$ cat config.mk
export PLATFORM = sky130hd
export DESIGN_NAME = arm7tdmi_wb_arbiter
export DESIGN_NICKNAME = d
export VERILOG_FILES = /design/src/rtl/arm7tdmi_wb_arbiter.sv
export SDC_FILE = /design/constraint.sdc
export NUM_CORES = 1
export LEC_CHECK = 0
export CAP_MARGIN = 10
export CORE_MARGIN = 2
export CORE_UTILIZATION = 35
export CTS_CLUSTER_DIAMETER = 50
export DETAILED_ROUTE_END_ITERATION = 10
export HOLD_SLACK_MARGIN = 0.15
export PLACE_DENSITY_LB_ADDON = 0.25
export SLEW_MARGIN = 25
export SYNTH_ARGS = -nofsm -noshare
export SYNTH_HDL_FRONTEND = slang
export SYNTH_SLANG_ARGS = --single-unit
$ cat constraint.sdc
create_clock -name clk -period 3.5 [get_ports clk]
set_input_delay 0.35 -clock clk [delete_from_list [all_inputs] [get_ports clk]]
set_output_delay 0.35 -clock clk [all_outputs]
set_load 0.02 [all_outputs]
$ cat src/rtl/arm7tdmi_wb_arbiter.sv
// Writeback arbiter for an ARM7TDMI-style core: MEM, ALU and MUL results compete for
// one register-file write port, with starvation promotion and a separate CPSR flag path.
module arm7tdmi_wb_arbiter #(
  parameter int STARVE_LIMIT = 4
) (
  input  logic        clk,
  input  logic        rst_n,

  input  logic        mem_valid,
  output logic        mem_ready,
  input  logic [3:0]  mem_addr,
  input  logic [31:0] mem_data,

  input  logic        alu_valid,
  output logic        alu_ready,
  input  logic [3:0]  alu_addr,
  input  logic [31:0] alu_data,
  input  logic        alu_rd_en,
  input  logic        alu_set_flags,
  input  logic [3:0]  alu_flags,

  input  logic        mul_valid,
  output logic        mul_ready,
  input  logic [3:0]  mul_addr,
  input  logic [31:0] mul_data,

  input  logic [31:0] cpsr_cur,

  output logic [3:0]  rd_addr,
  output logic [31:0] rd_data,
  output logic        rd_we,
  output logic [31:0] pc_in,
  output logic        pc_we,
  output logic [31:0] cpsr_in,
  output logic        cpsr_we,
  output logic [1:0]  grant_id
);

  localparam logic [2:0] LP_LIMIT = 3'(STARVE_LIMIT);
  localparam logic [3:0] LP_PC    = 4'd15;

  typedef enum logic [1:0] {
    GNT_NONE = 2'd0,
    GNT_MEM  = 2'd1,
    GNT_ALU  = 2'd2,
    GNT_MUL  = 2'd3
  } gnt_e;

  logic [2:0] r_mem_cnt, r_alu_cnt, r_mul_cnt;

  logic w_mem_req, w_alu_req, w_mul_req;
  logic w_mem_st, w_alu_st, w_mul_st;
  gnt_e w_gnt;
  logic [3:0]  w_sel_addr;
  logic [31:0] w_sel_data;
  logic w_reg_xfer, w_alu_xfer, w_is_pc;

  // A flags-only ALU result never contends for the register port.
  assign w_mem_req = mem_valid;
  assign w_alu_req = alu_valid & alu_rd_en;
  assign w_mul_req = mul_valid;

  assign w_mem_st = w_mem_req & (r_mem_cnt == LP_LIMIT);
  assign w_alu_st = w_alu_req & (r_alu_cnt == LP_LIMIT);
  assign w_mul_st = w_mul_req & (r_mul_cnt == LP_LIMIT);

  // NOTE: every output of a combinational block gets a default first so no latch is inferred.
  always_comb begin
    w_gnt      = GNT_NONE;
    w_sel_addr = 4'd0;
    w_sel_data = 32'd0;
    if (w_mem_st | w_alu_st | w_mul_st) begin
      if (w_mem_st)      w_gnt = GNT_MEM;
      else if (w_alu_st) w_gnt = GNT_ALU;
      else               w_gnt = GNT_MUL;
    end else if (w_mem_req) begin
      w_gnt = GNT_MEM;
    end else if (w_alu_req) begin
      w_gnt = GNT_ALU;
    end else if (w_mul_req) begin
      w_gnt = GNT_MUL;
    end
    case (w_gnt)
      GNT_MEM: begin w_sel_addr = mem_addr; w_sel_data = mem_data; end
      GNT_ALU: begin w_sel_addr = alu_addr; w_sel_data = alu_data; end
      GNT_MUL: begin w_sel_addr = mul_addr; w_sel_data = mul_data; end
      default: ;
    endcase
  end

  // Readies are held low for the whole reset so nothing can transfer while the state is cleared.
  assign mem_ready = rst_n & (w_gnt == GNT_MEM);
  assign alu_ready = rst_n & ((w_gnt == GNT_ALU) | (alu_valid & ~alu_rd_en));
  assign mul_ready = rst_n & (w_gnt == GNT_MUL);

  assign w_reg_xfer = (w_gnt != GNT_NONE) & rst_n;
  assign w_alu_xfer = alu_valid & alu_ready;
  assign w_is_pc    = (w_sel_addr == LP_PC);

  function automatic logic [2:0] next_cnt(input logic valid, input logic granted,
                                          input logic [2:0] cnt);
    if (!valid || granted)  return 3'd0;
    else if (cnt != LP_LIMIT) return cnt + 3'd1;
    else                    return cnt;
  endfunction

  // NOTE: sequential state uses non-blocking assignments so every flop samples pre-edge values.
  always_ff @(posedge clk or negedge rst_n) begin
    if (!rst_n) begin
      r_mem_cnt <= 3'd0;
      r_alu_cnt <= 3'd0;
      r_mul_cnt <= 3'd0;
      rd_we     <= 1'b0;
      pc_we     <= 1'b0;
      cpsr_we   <= 1'b0;
      rd_addr   <= 4'd0;
      rd_data   <= 32'd0;
      pc_in     <= 32'd0;
      cpsr_in   <= 32'd0;
      grant_id  <= 2'd0;
    end else begin
      r_mem_cnt <= next_cnt(mem_valid, mem_ready, r_mem_cnt);
      r_alu_cnt <= next_cnt(alu_valid, alu_ready, r_alu_cnt);
      r_mul_cnt <= next_cnt(mul_valid, mul_ready, r_mul_cnt);

      rd_we    <= w_reg_xfer & ~w_is_pc;
      pc_we    <= w_reg_xfer & w_is_pc;
      cpsr_we  <= w_alu_xfer & alu_set_flags;
      grant_id <= w_gnt;

      // Data outputs only move when their strobe fires; otherwise they hold the last write.
      if (w_reg_xfer && !w_is_pc) begin
        rd_addr <= w_sel_addr;
        rd_data <= w_sel_data;
      end
      if (w_reg_xfer && w_is_pc) pc_in <= w_sel_data;
      if (w_alu_xfer && alu_set_flags) cpsr_in <= {alu_flags, cpsr_cur[27:0]};
    end
  end

endmodule
==> metrics <==
GRT Total Usage 20.01%; clock sinks 114; Routed WL 15920 um; status completed; initial drt markers 199; most common cell in the synthesized netlist dfrtp_1; #FFs+latches synth 114; PortBufs 254; reg2reg path depth 11; Most used DFF post-synth dfrtp_1; Setup Viol. Count Final 0; slew margin rel. 50.25%; initial antenna violation count 0; Filler cells 1282; grt ovf 0; Clock Path Buffers 2; WS Path Type flop to output port; H-tree depth 4; gp weighted congestion 0.8297; vias in the first global route 4817; root buffer cell clkbuf_16; via/cell ratio 4.898; Lkg Pwr 3.837 nW; net count after synthesis 615; dpl ws 227.4 ps; sequential share of the synthesized area 53.57%; ANT nets after route 0; area of the mapped netlist 5325 sq um; Post-Syn Instances 458; register area 2853 sq um; layout cells sized above 1 20.19%; HP Class primary input to async pin; CORE AREA 15030 sq um; CP Capture Type output port; Ant. Diodes 0; drt drc 0; synth warn 0; Final HPWL DP 11610 um; total number of vias 4511; number of enable flip-flop cells after synthesis 0; Max-cap violations 0; RSZ-0062 raised after global routing false; Rows 45; fin util 58.06%; Pre-Repair DR Iteration Count 4; VDD IR max 0.0003087 V; total die area 16220 sq um; die width 127.3 um; Async S/R FF share, synth 100.0%; PnR worst setup slack 330.8 ps; Die Ht 127.3 um; largest net degree at the start of global routing 59; postcts setup bufs 0; largest area contributor in the netlist dfrtp_1; top cells by area, synth dfrtp_1 54%, mux2_2 14%, mux2_4 8.2%; Initial Util 35.42%; critical path arrival 2820 ps; per-cell routed wire length 17.28 um; post-synth cell types 39; Ports 259; Post-synth top cells 114 x dfrtp_1, 74 x nand2_1, 67 x mux2_2; clock slew at reported path FFs 60 ps; cts bufs inserted 17; CTS tree done; fmax 315.5 MHz; post-route cell area 8728 sq um; pwr dens 648.2 nW/um^2; CP required 3150 ps; Synth top area share 53.57%; first-pass GRT wire length 25160 um; Layout Nets 877; Area after DPL 8105 sq um; Clk Latency, worst-skew pair 410 ps; total power 5.658 mW; startpoint types flop; Setup TNS Final 0 ps; min Tclk post-route 3169 ps; crit path max fanout 10; P&R area growth vs syn 63.91%; skew final 8.179 ps; Mapped Avg Cell Area 11.63 sq um; Worst-Margin Slew 746.2 ps; Slew Limit Fails 0; final hold viol count 0; fin crit share 90.55%; R2R Setup Slk 410 ps; combined area of the multi-input logic cells 2302 sq um
[layer usage]
metal | wire length (um) | global-route usage [%]
met1 | 6450 | 23.47
met2 | 8331 | 36.02
met3 | 865 | 4.606
met4 | 271 | 6.787
met5 | 0 | 0
[state kept, by name, indices dropped and copies added, names as in the netlist]
register / flops
cpsr_in: 32
cpsr_we: 1
grant_id: 2
pc_in: 32
pc_we: 1
r_alu_cnt: 3
r_mem_cnt: 3
r_mul_cnt: 3
rd_addr: 4
rd_data: 32
rd_we: 1
[timing repair]
action,CTS,global route
hold buffers,1,0
endpoints found under the hold margin,3,0
resized for setup,0,0
[logic make-up after synthesis]
kind of cell	after synthesis	share of synthesized area [%]
AND/OR/NAND/NOR	131	9.939
flip-flops	114	53.57
multiplexers	105	24.04
AO/OA/AOI/OAI	60	7.119
buffers and inverters	39	3.431
adder cells (fa/ha/maj)	6	1.410
XOR/XNOR	3	0.4935
[layout make-up]
cell class	count	area share (%)
Timing Repair Buffer	268	30.62
Clock buffer	20	5.232
Inverter	14	0.6021
Clock inverter	12	1.792
Tap cell	188	2.695
Sequential cell	114	32.68
Multi-Input combinational cell	305	26.38
[through the flow]
stage	hold slack [ps]	cells
global placement	178.1	888
detailed placement	180.2	888
floorplan	54.41	458
finish	296.3	921
global route	310.8	921
CTS	278.4	921
[cells in the final DEF (no fill, tap or decap), types with 2 or more instances in the layout]
master,count
clkdlybuf4s50_1,253
dfrtp_1,114
nand2_1,74
mux2_2,67
nor2_1,38
mux2_4,29
a31oi_1,24
clkbuf_16,17
o21ai_0,13
inv_1,12
buf_4,12
mux2i_1,9
a21oi_1,7
ha_1,6
nand3_1,5
a22oi_1,4
nor3_1,4
clkinv_4,4
a21boi_1,3
xnor2_1,3
clkinv_2,3
bufinv_16,3
clkbuf_8,2
buf_12,2
[worst max-delay path, stage by stage, from the launching register on]
cell             delay (ps)
dfrtp_1                 350
inv_1                    70
ha_1                    220
and2_4                  180
o221ai_1                300
a21boi_1                270
buf_4                   230
a21oi_1                  60
nor2b_1                 120
clkdlybuf4s50_1         610
[power by group]
part / internal [mW] / switching, mW
sequential: 1.67 / 0.191
combinational: 1.11 / 0.914
clock: 1.16 / 0.615
[final timing paths]
kind	start	to
max in group asynchronous	rst_n	rd_data[14]$_DFFE_PN0P_
hold / removal	rst_n	r_alu_cnt[1]$_DFFE_PN0P_
hold reg to reg	rd_data[30]$_DFFE_PN0P_	rd_data[30]$_DFFE_PN0P_
setup / recovery	r_mul_cnt[0]$_DFFE_PN0P_	alu_ready
min in group clk	rd_data[30]$_DFFE_PN0P_	rd_data[30]$_DFFE_PN0P_
setup reg to reg	r_alu_cnt[0]$_DFFE_PN0P_	pc_in[21]$_DFFE_PN0P_
Note: power is estimated with default switching activity, not from simulation.
==> edit (same flow settings) <==
Reset style: synchronous (`rst_n`), changed in one clocked block.
--- a/src/rtl/arm7tdmi_wb_arbiter.sv
+++ b/src/rtl/arm7tdmi_wb_arbiter.sv
@@ -106,5 +106,5 @@
 
   // NOTE: sequential state uses non-blocking assignments so every flop samples pre-edge values.
-  always_ff @(posedge clk or negedge rst_n) begin
+  always_ff @(posedge clk) begin
     if (!rst_n) begin
       r_mem_cnt <= 3'd0;
Formal check against the unedited RTL: differs if rst_n is asserted again (counterexample within 4 cycles, from zero or initial values and one cycle with rst_n low); with rst_n held inactive, the same outputs for 10 cycles.
==> edit against the original RTL <==
Final cell count is 14% higher. Synthesized area decreased by 1.7%. Final area shrank 1.8%. Via count rose by 14%. Worst setup slack worse by 0.11 ns. Utilization is 0.70 points higher. Wire length rose by 2.6%. Sequential cell count is the same.
Power is not compared: it rests on default switching activity, and its combinational part moved more than twofold at a synthesized area within 25%.
==> edit: results (changes against the original RTL) <==
Status
  – Status: complete, no violations

Final layout
  – Fin util: 58.8% (+0.70 points)
  – Layout cells sized above 1: 9.89% (-10 points)
  – Final std cells w/o fill: 1054 (+14%)
  – Nets: 1015 (+16%)
  – Fillers: 1283 (+0.078%)

Routing
  – Vias per std cell: 4.86 (-0.71%)
  – Detail-routed net length per standard cell: 15.5 um (-10%)
  – M1 WL: 6460 um (+0.14%)
  – Iter 0 DRT Violations: 245 (+23%)
  – DR WL met3: 958 um (+11%)

Synthesis
  – Fraction of registers with async set/reset: 0% (-100 points)
  – Synth Instances: 616 (+34%)
  – Post-synthesis mux area share: 13.6% (-10 points)
  – Adder-cell area share of the yosys netlist: 1.43% (+0.024 points)
  – XOR/XNOR Fraction of Synth Area: 0.502% (+0.0085 points)
  – Seq/Total Area, Yosys: 43.6% (-10 points)
  – Synth unique cells: 42 (+7.7%)
  – Synth cell count leaders: nand2_1 (153), dfxtp_1 (114), a21oi_1 (60)
  – Synth Area in Compound Gates: 14.9% (+7.8 points)
  – Syn Nets: 773 (+26%)

Placement
  – Placed inst area: 0.00792 mm2 (-2.3%)
  – Place WS: 0.206 ns (-0.0217 ns)
  – DP HPWL: 12200 um (+5.1%)
  – Final GP Congestion: 0.794 (-4.4%)

Critical path
  – Cell family with most CP delay: compound AO/OA/AOI/OAI gates
  – Reg2Reg Depth: 10 (-1)
  – R2r startpoint: r_mem_cnt[0]
  – Reg2reg end: rd_data[5]
  – Data arrival time of the critical path: 2.93 ns (+0.11 ns)

GRT
  – Number of global-route vias before repair: 5238 (+8.7%)
  – Global-route wire length before repair: 25900 um (+3.0%)
  – GRT Util Overall: 20.4% (+0.43 points)
  – Largest net degree at the start of global routing: 53 (-10%)
  – Met2 GRT Util: 37.8% (+1.8 points)
  – Met1 usage: 21.9% (-1.5 points)

Timing
  – Final Skew: 0.00991 ns (+0.00173 ns)
[edit: final cells by class]
class | count | share of cell area (%)
repair buffers | 268 | 31.0
multi-input cells | 447 | 31.7
clock buffers | 22 | 5.77
clock inverters | 9 | 1.77
flip-flops and latches | 114 | 26.6
inverters | 10 | 0.438
well taps | 184 | 2.69
[edit: through the flow]
step	power, W	hold WS, ns
after floorplan	0.00182	0.449
after global placement	0.00220	0.441
after detailed placement	0.00222	0.445
after CTS	0.00410	0.347
after global routing	0.00421	0.373
final	0.00406	0.356
[edit: how the worst max path moves through the flow]
stage / endpoint / slack (ns) / startpoint / cells past startpoint
floorplan: rd_data[13] / 0.96 / r_mem_cnt[0] / 11
global placement: rd_data[19] / 0.31 / alu_valid / 9
detailed placement: pc_in[5] / 0.21 / alu_valid / 8
CTS: mem_ready / 0.18 / r_mem_cnt[0] / 7
global route: alu_ready / 0.02 / r_mem_cnt[0] / 8
finish: alu_ready / 0.22 / r_mem_cnt[0] / 8
